## src/rtl/lsu_pkg.sv

```systemverilog
// Shared types and helpers for the LSU bus adapter.
// Holds the FSM state, the funct3 encodings, and the lane/enable/legality helpers.
package lsu_pkg;

  typedef enum logic [1:0] {
    IDLE = 2'd0,
    REQ  = 2'd1,
    DONE = 2'd2
  } lsu_state_e;

  localparam logic [2:0] F3_B  = 3'b000;
  localparam logic [2:0] F3_H  = 3'b001;
  localparam logic [2:0] F3_W  = 3'b010;
  localparam logic [2:0] F3_BU = 3'b100;
  localparam logic [2:0] F3_HU = 3'b101;

  function automatic logic [3:0] lsu_be(
    input logic [2:0] f3,
    input logic [1:0] off
  );
    logic [3:0] be;
    be = 4'b1111;
    unique case (f3[1:0])
      2'b00:   be = 4'b0001 << off;
      2'b01:   be = off[1] ? 4'b1100 : 4'b0011;
      default: be = 4'b1111;
    endcase
    return be;
  endfunction

  function automatic logic [31:0] lsu_lanes(
    input logic [2:0]  f3,
    input logic [31:0] wd
  );
    logic [31:0] lanes;
    lanes = wd;
    unique case (f3[1:0])
      2'b00:   lanes = {4{wd[7:0]}};
      2'b01:   lanes = {2{wd[15:0]}};
      default: lanes = wd;
    endcase
    return lanes;
  endfunction

  // Stores only have signed encodings; BU/HU are load-only.
  function automatic logic lsu_bad(
    input logic       re,
    input logic       we,
    input logic [2:0] f3,
    input logic [1:0] off
  );
    logic legal;
    logic mis;
    legal = 1'b0;
    unique case (f3)
      F3_B, F3_H, F3_W: legal = 1'b1;
      F3_BU, F3_HU:     legal = !we;
      default:          legal = 1'b0;
    endcase
    mis = (f3[1:0] == 2'b01 && off[0]) ||
          (f3[1:0] == 2'b10 && off != 2'b00);
    return (re & we) | !legal | mis;
  endfunction

endpackage

```

## src/rtl/lsu_load_align.sv

```systemverilog
// Load data formatter: moves the addressed lane to bit 0
// and sign- or zero-extends it according to funct3.
module lsu_load_align
  import lsu_pkg::*;
(
  input  logic [31:0] i_rdata_q,
  input  logic [1:0]  i_off,
  input  logic [2:0]  i_f3,
  output logic [31:0] o_rdata
);

  logic [31:0] w_sh;

  assign w_sh = i_rdata_q >> {i_off, 3'b000};

  always_comb begin
    o_rdata = w_sh;
    unique case (i_f3)
      F3_B:    o_rdata = {{24{w_sh[7]}}, w_sh[7:0]};
      F3_BU:   o_rdata = {24'd0, w_sh[7:0]};
      F3_H:    o_rdata = {{16{w_sh[15]}}, w_sh[15:0]};
      F3_HU:   o_rdata = {16'd0, w_sh[15:0]};
      default: o_rdata = w_sh;
    endcase
  end

endmodule

```

## src/rtl/lsu_bus_adapter.sv

```systemverilog
// Turns single-cycle datapath loads/stores into req/ack bus transactions,
// stalling the core until the access completes, faults, or times out.
module lsu_bus_adapter
  import lsu_pkg::*;
#(
  parameter int TIMEOUT_CYCLES = 256
) (
  input  logic        clk,
  input  logic        reset,
  input  logic        mem_re,
  input  logic        mem_we,
  input  logic [2:0]  funct3,
  input  logic [31:0] addr,
  input  logic [31:0] wdata,
  output logic [31:0] rdata,
  output logic        stall,
  output logic        fault,
  output logic        bus_err,
  output logic        bus_req,
  output logic        bus_we,
  output logic [31:0] bus_addr,
  output logic [3:0]  bus_be,
  output logic [31:0] bus_wdata,
  input  logic        bus_ack,
  input  logic [31:0] bus_rdata
);

  localparam int CW = $clog2(TIMEOUT_CYCLES + 1);
  localparam logic [CW-1:0] CNT_LAST = CW'(TIMEOUT_CYCLES - 1);

  lsu_state_e  r_state;
  logic        r_bus_req;
  logic        r_bus_we;
  logic [31:0] r_bus_addr;
  logic [3:0]  r_bus_be;
  logic [31:0] r_bus_wdata;
  logic [31:0] r_rdata_q;
  logic [2:0]  r_f3;
  logic [1:0]  r_off;
  logic [CW-1:0] r_cnt;
  logic        r_err;

  logic        w_access;
  logic        w_fault_c;
  logic [31:0] w_align;

  assign w_access  = mem_re | mem_we;
  assign w_fault_c = w_access &
                     lsu_bad(mem_re, mem_we, funct3, addr[1:0]);

  always_ff @(posedge clk) begin
    if (reset) begin
      r_state     <= IDLE;
      r_bus_req   <= 1'b0;
      r_bus_we    <= 1'b0;
      r_bus_addr  <= 32'd0;
      r_bus_be    <= 4'd0;
      r_bus_wdata <= 32'd0;
      r_rdata_q   <= 32'd0;
      r_f3        <= 3'd0;
      r_off       <= 2'd0;
      r_cnt       <= '0;
      r_err       <= 1'b0;
    end else begin
      unique case (r_state)
        IDLE: begin
          if (w_access && !w_fault_c) begin
            r_bus_req   <= 1'b1;
            r_bus_we    <= mem_we;
            r_bus_addr  <= {addr[31:2], 2'b00};
            r_bus_be    <= lsu_be(funct3, addr[1:0]);
            r_bus_wdata <= lsu_lanes(funct3, wdata);
            r_f3        <= funct3;
            r_off       <= addr[1:0];
            r_cnt       <= '0;
            r_err       <= 1'b0;
            r_state     <= REQ;
          end
        end
        REQ: begin
          r_cnt <= r_cnt + 1'b1;
          if (bus_ack) begin
            r_rdata_q <= bus_rdata;
            r_bus_req <= 1'b0;
            r_state   <= DONE;
          end else if (r_cnt == CNT_LAST) begin
            r_rdata_q <= 32'd0;
            r_err     <= 1'b1;
            r_bus_req <= 1'b0;
            r_state   <= DONE;
          end
        end
        DONE: begin
          r_state <= IDLE;
        end
        default: r_state <= IDLE;
      endcase
    end
  end

  lsu_load_align u_align (
    .i_rdata_q (r_rdata_q),
    .i_off     (r_off),
    .i_f3      (r_f3),
    .o_rdata   (w_align)
  );

  always_comb begin
    stall   = 1'b0;
    fault   = 1'b0;
    bus_err = 1'b0;
    rdata   = 32'd0;
    unique case (r_state)
      IDLE: begin
        fault = w_fault_c;
        stall = w_access & !w_fault_c;
      end
      REQ:  stall = 1'b1;
      DONE: begin
        rdata   = w_align;
        bus_err = r_err;
      end
      default: stall = 1'b0;
    endcase
  end

  assign bus_req   = r_bus_req;
  assign bus_we    = r_bus_we;
  assign bus_addr  = r_bus_addr;
  assign bus_be    = r_bus_be;
  assign bus_wdata = r_bus_wdata;

endmodule

```

## config.mk

```make
export PLATFORM = sky130hd
export DESIGN_NAME = lsu_bus_adapter
export DESIGN_NICKNAME = d
export VERILOG_FILES = /design/src/rtl/lsu_pkg.sv /design/src/rtl/lsu_load_align.sv /design/src/rtl/lsu_bus_adapter.sv
export SDC_FILE = /design/constraint.sdc
export NUM_CORES = 1
export LEC_CHECK = 0
export CAP_MARGIN = 20
export CORE_AREA = 2 2 106 118
export DETAILED_ROUTE_END_ITERATION = 10
export DIE_AREA = 0 0 108 120
export PLACE_DENSITY = 0.9
export SLEW_MARGIN = 30
export SYNTH_ARGS = -nofsm -noshare
export SYNTH_HDL_FRONTEND = slang
export SYNTH_SLANG_ARGS = --single-unit
```

## constraint.sdc

```tcl
create_clock -name clk -period 3.6 [get_ports clk]
set_input_delay 0.72 -clock clk [delete_from_list [all_inputs] [get_ports clk]]
set_output_delay 0.72 -clock clk [all_outputs]
set_load 0.005 [all_outputs]
```

# Word level (Yosys, flattened, before mapping)
# Index checks and enable logic that the tools add are counted.
[totals]
wordCells = 83
reg_bits = 117
output_inout_bits = 105
inputBits = 104
[op_classes]
n_mux = 25
n_eq_ne = 16
shifts = 2
reduce_logical = 22
bitwise = 6
addsub = 1
[ops]
columns = ["op", "n"]
rows = [
  ["$pmux 32 s4", 1],
  ["$mux 32", 3],
  ["$pmux 32 s2", 1],
  ["$shr 32x5->32", 1],
  ["$pmux 9 s2", 1],
  ["$eq 3x3->1 const B", 4],
  ["$add 9x1->9 const B", 1],
  ["$eq 9x8->1 const B", 1],
  ["$mux 9", 1],
  ["$mux 1", 8],
  ["$pmux 1 s2", 4],
  ["$pmux 4 s2", 1],
  ["$reduce_and 2->1", 4],
  ["$eq 3x1->1 const B", 2],
  ["$logic_not 3->1", 2],
  ["$mux 2", 3],
  ["$ne 2x2->1 const B", 3],
  ["$reduce_bool 2->1", 3],
  ["$eq 2x1->1 const B", 2],
  ["$eq 2x2->1 const B", 2],
  ["$logic_not 2->1", 2],
  ["$mux 4", 1],
  ["$pmux 2 s2", 1],
  ["$reduce_and 4->1", 1],
  ["11 further kinds", 19],
]

# Longest topological paths before layout
# Gate-level depths: netlist of the first run.
[logic_depth]
ltp_word = 11
depth_mapped = 8
ltp_nobuf = 7

# Hierarchy
# From an unflattened synthesis of the first run, not the netlist that was laid out.
[hier_totals]
cells_unflattened = 692
hier_area_um2 = 5704.2
[modules_own_cells]
columns = ["module", "area_per_inst_um2", "cells_each", "seq_area_each_um2", "n_inst"]
rows = [
  ["lsu_bus_adapter", 5009.8, 585, 2342.2, 1],
  ["lsu_load_align", 694.4, 107, 0.0, 1],
]

# Worst setup path before layout of the first run
# No wires, ideal clock.
[synth_timing]
path_type = "input-to-output"
from = "input funct3[0]"
to = "output fault"
path_stages = 5
t_required_ns = 2.880
path_buffers = 2
arrival_ns = 1.539
setup_slack_ns = 1.341
path_cell_list = "o31ai_1 -> and3_1 -> buf_4 -> buf_2 -> nor2_1"
[synth_between]
elab_chain_cells = 8
word_cells_on_any_way = 18
classes_between = "eq/ne: 6; mux: 2; bitwise: 3; reduce/logical: 7"
[synth_rtl]
columns = ["item", "line_no", "text"]
rows = [
  ["start: declaration", "lsu_bus_adapter.sv:12", "input logic [2:0] funct3,"],
  ["$eq 3x1->1 (tied with other cells)", "lsu_pkg.sv:55", "unique case (f3)"],
  ["$reduce_or 3->1 or $reduce_or 2->1 (tied branches)", "lsu_pkg.sv:55", ""],
  ["$pmux 1 s2", "lsu_pkg.sv:55", ""],
  ["$logic_not 1->1", "lsu_pkg.sv:62", "return (re & we) | !legal | mis;"],
  ["$or 1x1->1", "lsu_pkg.sv:62", ""],
  ["$or 1x1->1 *", "lsu_pkg.sv:62", ""],
  ["$and 1x1->1 *", "lsu_bus_adapter.sv:48", "assign w_fault_c = w_access &"],
  ["$mux 1 *", "lsu_bus_adapter.sv:113", "unique case (r_state)"],
  ["end: declaration", "lsu_bus_adapter.sv:17", "output logic fault,"],
]
# Mark *: on every way between the ends. The rest lies on a longest branch, timed or not.

# Final worst setup path of the first run
[layout_timing]
from = "register r_off[1]"
to = "output rdata[19]"
[layout_between]
elab_chain_cells = 3
[layout_rtl]
columns = ["item", "line_no", "text"]
rows = [
  ["start: declaration", "lsu_bus_adapter.sv:39", "logic [1:0] r_off;"],
  ["start signal: assignment", "lsu_bus_adapter.sv:74", "r_off <= addr[1:0];"],
  ["$shr 32x5->32", "lsu_load_align.sv:14", "assign w_sh = i_rdata_q >> {i_off, 3'b000};"],
  ["$pmux 32 s4", "lsu_load_align.sv:18", "unique case (i_f3)"],
  ["$mux 32", "lsu_bus_adapter.sv:113", ""],
  ["end: declaration", "lsu_bus_adapter.sv:15", "output logic [31:0] rdata,"],
]
# Every way passes these cells.

==> results of run 1 <==
==> worst max-delay path by stage <==
stage                     slack, ns  startpoint        end  cells after the start
after floorplan                1.34   funct3[0]      fault                      5
after detailed placement       0.42     addr[1]      stall                      5
final                          0.27    r_off[1]  rdata[19]                      5
after global placement         0.47     addr[1]      stall                      5
after global routing           0.07    r_off[1]  rdata[19]                      5
after CTS                      0.24    r_off[1]  rdata[19]                      5
==> sequential cells by signal (all words and copies together) (netlist names) <==
| signal | count |
|---|---|
| bus_wdata | 32 |
| r_rdata_q | 32 |
| bus_addr | 30 |
| r_cnt | 9 |
| bus_be | 4 |
| r_f3 | 3 |
| r_off | 2 |
| r_state | 2 |
| bus_req | 1 |
| bus_we | 1 |
| r_err | 1 |
==> power by group through the flow <==
stage               clock network [µW]  registers (µW)  logic [µW]
floorplan                            0            1410         238
global placement                     0            1410         510
detailed placement                   0            1410         516
CTS                               1640            1390         520
global route                      1690            1390         564
finish                            1620            1390         520
==> metal layers <==
layer / track usage / vias to the layer above
met1: 0.309 / 2744
met2: 0.443 / 233
met5: 0 / -
li1: - / 2781
met3: 0.0972 / 41
met4: 0.103 / 0
==> worst max-delay path: cells and delay by family (launching register included) <==
family	cells	cell delay, ns
AO/OA/AOI/OAI	3	0.98
buffers and inverters	1	0.50
flip-flops	1	0.42
multiplexers	1	0.31
==> logic make-up (layout without fill, tap and decap cells) <==
logic type / count (synthesis) / count (layout)
AO/OA/AOI/OAI: 269 / 269
XOR/XNOR: 1 / 1
adder cells (fa/ha/maj): 2 / 2
buffers and inverters: 77 / 256
flip-flops: 117 / 117
multiplexers: 34 / 34
other: 1 / 2
AND/OR/NAND/NOR: 164 / 164
==> per-stage QoR <==
step	setup slack, ns	hold WS, ns	cell area, µm²
CTS	0.236	0.457	8150
global placement	0.467	0.446	7580
floorplan	1.34	0.453	5500
global route	0.0713	0.493	8150
detailed placement	0.419	0.449	7580
finish	0.274	0.454	8150
==> cell usage after synthesis (all sizes together), types with 4 or more instances <==
cell | count | area share
a211oi | 24 | 0.033
a21oi | 88 | 0.086
o22ai | 7 | 0.0080
mux2i | 33 | 0.060
or3 | 6 | 0.0068
a21o | 8 | 0.011
nand3 | 48 | 0.044
o2111ai | 8 | 0.013
dfxtp | 117 | 0.43
nor2 | 42 | 0.030
nand3b | 5 | 0.0068
a22oi | 32 | 0.044
nand2 | 36 | 0.025
nor2b | 8 | 0.0091
a311oi | 11 | 0.018
inv | 4 | 0.0027
buf | 36 | 0.035
clkbuf | 36 | 0.025
o21ai | 80 | 0.073
nand2b | 4 | 0.0045
nor3 | 6 | 0.0055
==> area by class of cell <==
type / count / area (µm²) / area share
flip-flops and latches: 117 / 2340 / 0.288
repair buffers: 221 / 2180 / 0.268
well taps: 154 / 193 / 0.0237
clock inverters: 9 / 105 / 0.0129
multi-input cells: 472 / 2840 / 0.349
inverters: 5 / 18.8 / 0.00230
clock buffers: 21 / 460 / 0.0565
==> out/metrics.yaml, run 1 <==
sta:
  final.period_utilization: 0.924
  fin_setup_tns_ns: 0
  fmax_mhz: 301
  worstMarginPinSlew_ns: 0.773
  finalHoldViolCount: 0
  setup_viol_count_final: 0
  skew_ns: 0.00949
  slew_violations: 0
  slew-limit-headroom: 0.485
  rsz0062_at_grt: "false"
  fin_crit_ns: 3.33
global_routing:
  grt_pass1_wl_um: 27300
  first_global_vias: 5402
  grt_max_degree: 74
  grt-ovfl-total: 0
  grt_antenna_before_repair: 0
  grt_usage: 0.266
critical_path:
  critPathMaxStageDelay_ns: 0.60
  slowest_stage: "o21ai_0"
  crit_required_ns: 2.88
  cp-end-kind: "output pin"
  r2r_cells: 6
  crit_arrival_ns: 2.61
  r2r_slack_ns: 1.61
  critical_path_class: "reg -> out"
  crit_chain: "mux2i_1 -> o21ai_0 -> o21ai_0 -> o21ai_0 -> clkdlybuf4s50_1"
  critPathMaxFanout: 8
  r2r_start: "r_state[1]"
  r2r_end: "bus_be[1]"
  path_common_cell: "o21ai_0"
  worst_setup_path_start_kind: "flop"
synthesis:
  muxShareOfSynthArea: 0.0628
  syn-mean-instance-area_um2: 8.27
  synth.distinct_cells: 45
  netlist_area_um2: 5500
  synth_compound_area_frac: 0.299
  synth_seq_cells: 117
  synth_cells: 665
  yosysWarningCount: 0
  synth-xor-area-share: 0.00159
  synth_top_family_by_area: "compound AO/OA/AOI/OAI gates"
  synthArstFlopShare: 0
  synth_flop_cell: "dfxtp_1"
  seq_area_frac_synth: 0.426
  synth_edf_count: 0
  synthAdderAreaFrac: 0.00455
  synthSimpleGateAreaFrac: 0.143
detailed_routing:
  wire_per_inst_um: 17.3
  postRouteAntennaNets: 0
  routed_wl_um: 17300
  route.met2.wl_um: 8760
  dr.pass1.iters: 7
  routed.top_layer: "met4"
  vias_per_cell: 5.80
  wl_met1_um: 6660
  dr_total_vias: 5799
  met3_length_um: 1360
  drt_iter0_drc: 336
  drc: 0
placed_design:
  dp_hpwl_um: 11600
  gp_congestion: 0.943
  port_buffers: 206
  dp_cells: 969
floorplanning:
  rows: 42
  die_w_um: 108
  fp.dieH_um: 120
  fp.dieArea_um2: 13000
  ios: 209
  initial_core_util: 0.465
  fp.coreArea_um2: 11800
cells_and_area:
  layout_common_cells: "clkdlybuf4s50_1 (205), dfxtp_1 (117), a21oi_1 (80)"
  n_fill_cell: 934
  fin_util: 0.689
  drive_gt1_frac: 0.0746
  final_nets: 940
  area_growth_pct: 48.1
  layout_commonest_cell: "clkdlybuf4s50_1"
  diodes: 0
  stdcell_count: 999
pwr:
  peakVddDrop_mv: 0.360
  intPower_uw: 2660
  power_density_nw_per_um2: 433
  power_leakage_uw: 0.00279
  switchingPower_uw: 864
  swShare: 0.245
  power_frac_clock: 0.459
  p_comb_frac: 0.148
  p_seq_frac: 0.393
  power_uw: 3520
flow_run:
  drv_cap: 0
cts:
  post_cts_buffers: 0
  root_buffer: "clkbuf_16"
  cts_resized: 0
  clk_latency_ns: 0.41
  cts.clk_slew.worst_paths_ns: 0.05
  clock_path_buffers: 2
  cts_buffers: 17
  cts_tree: "yes"
  cts_max_level: 4
  cts_num_sinks: 117
  hold_buffers: 0
hold_path:
  holdCritPathClass: "reg -> reg"
  min_to: "bus_req"
  hold_depth: 2
  holdCritStartpoint: "bus_req"
status:
  status: "finished clean"
(Power assumes the default switching activity.)
==> inputs of run 2 (changes only) <==
ABC_CLOCK_PERIOD_IN_PS = 3600   (was unset)
==> results of run 2 <==
Final layout, timing and power as in run 1 (identical DEF).
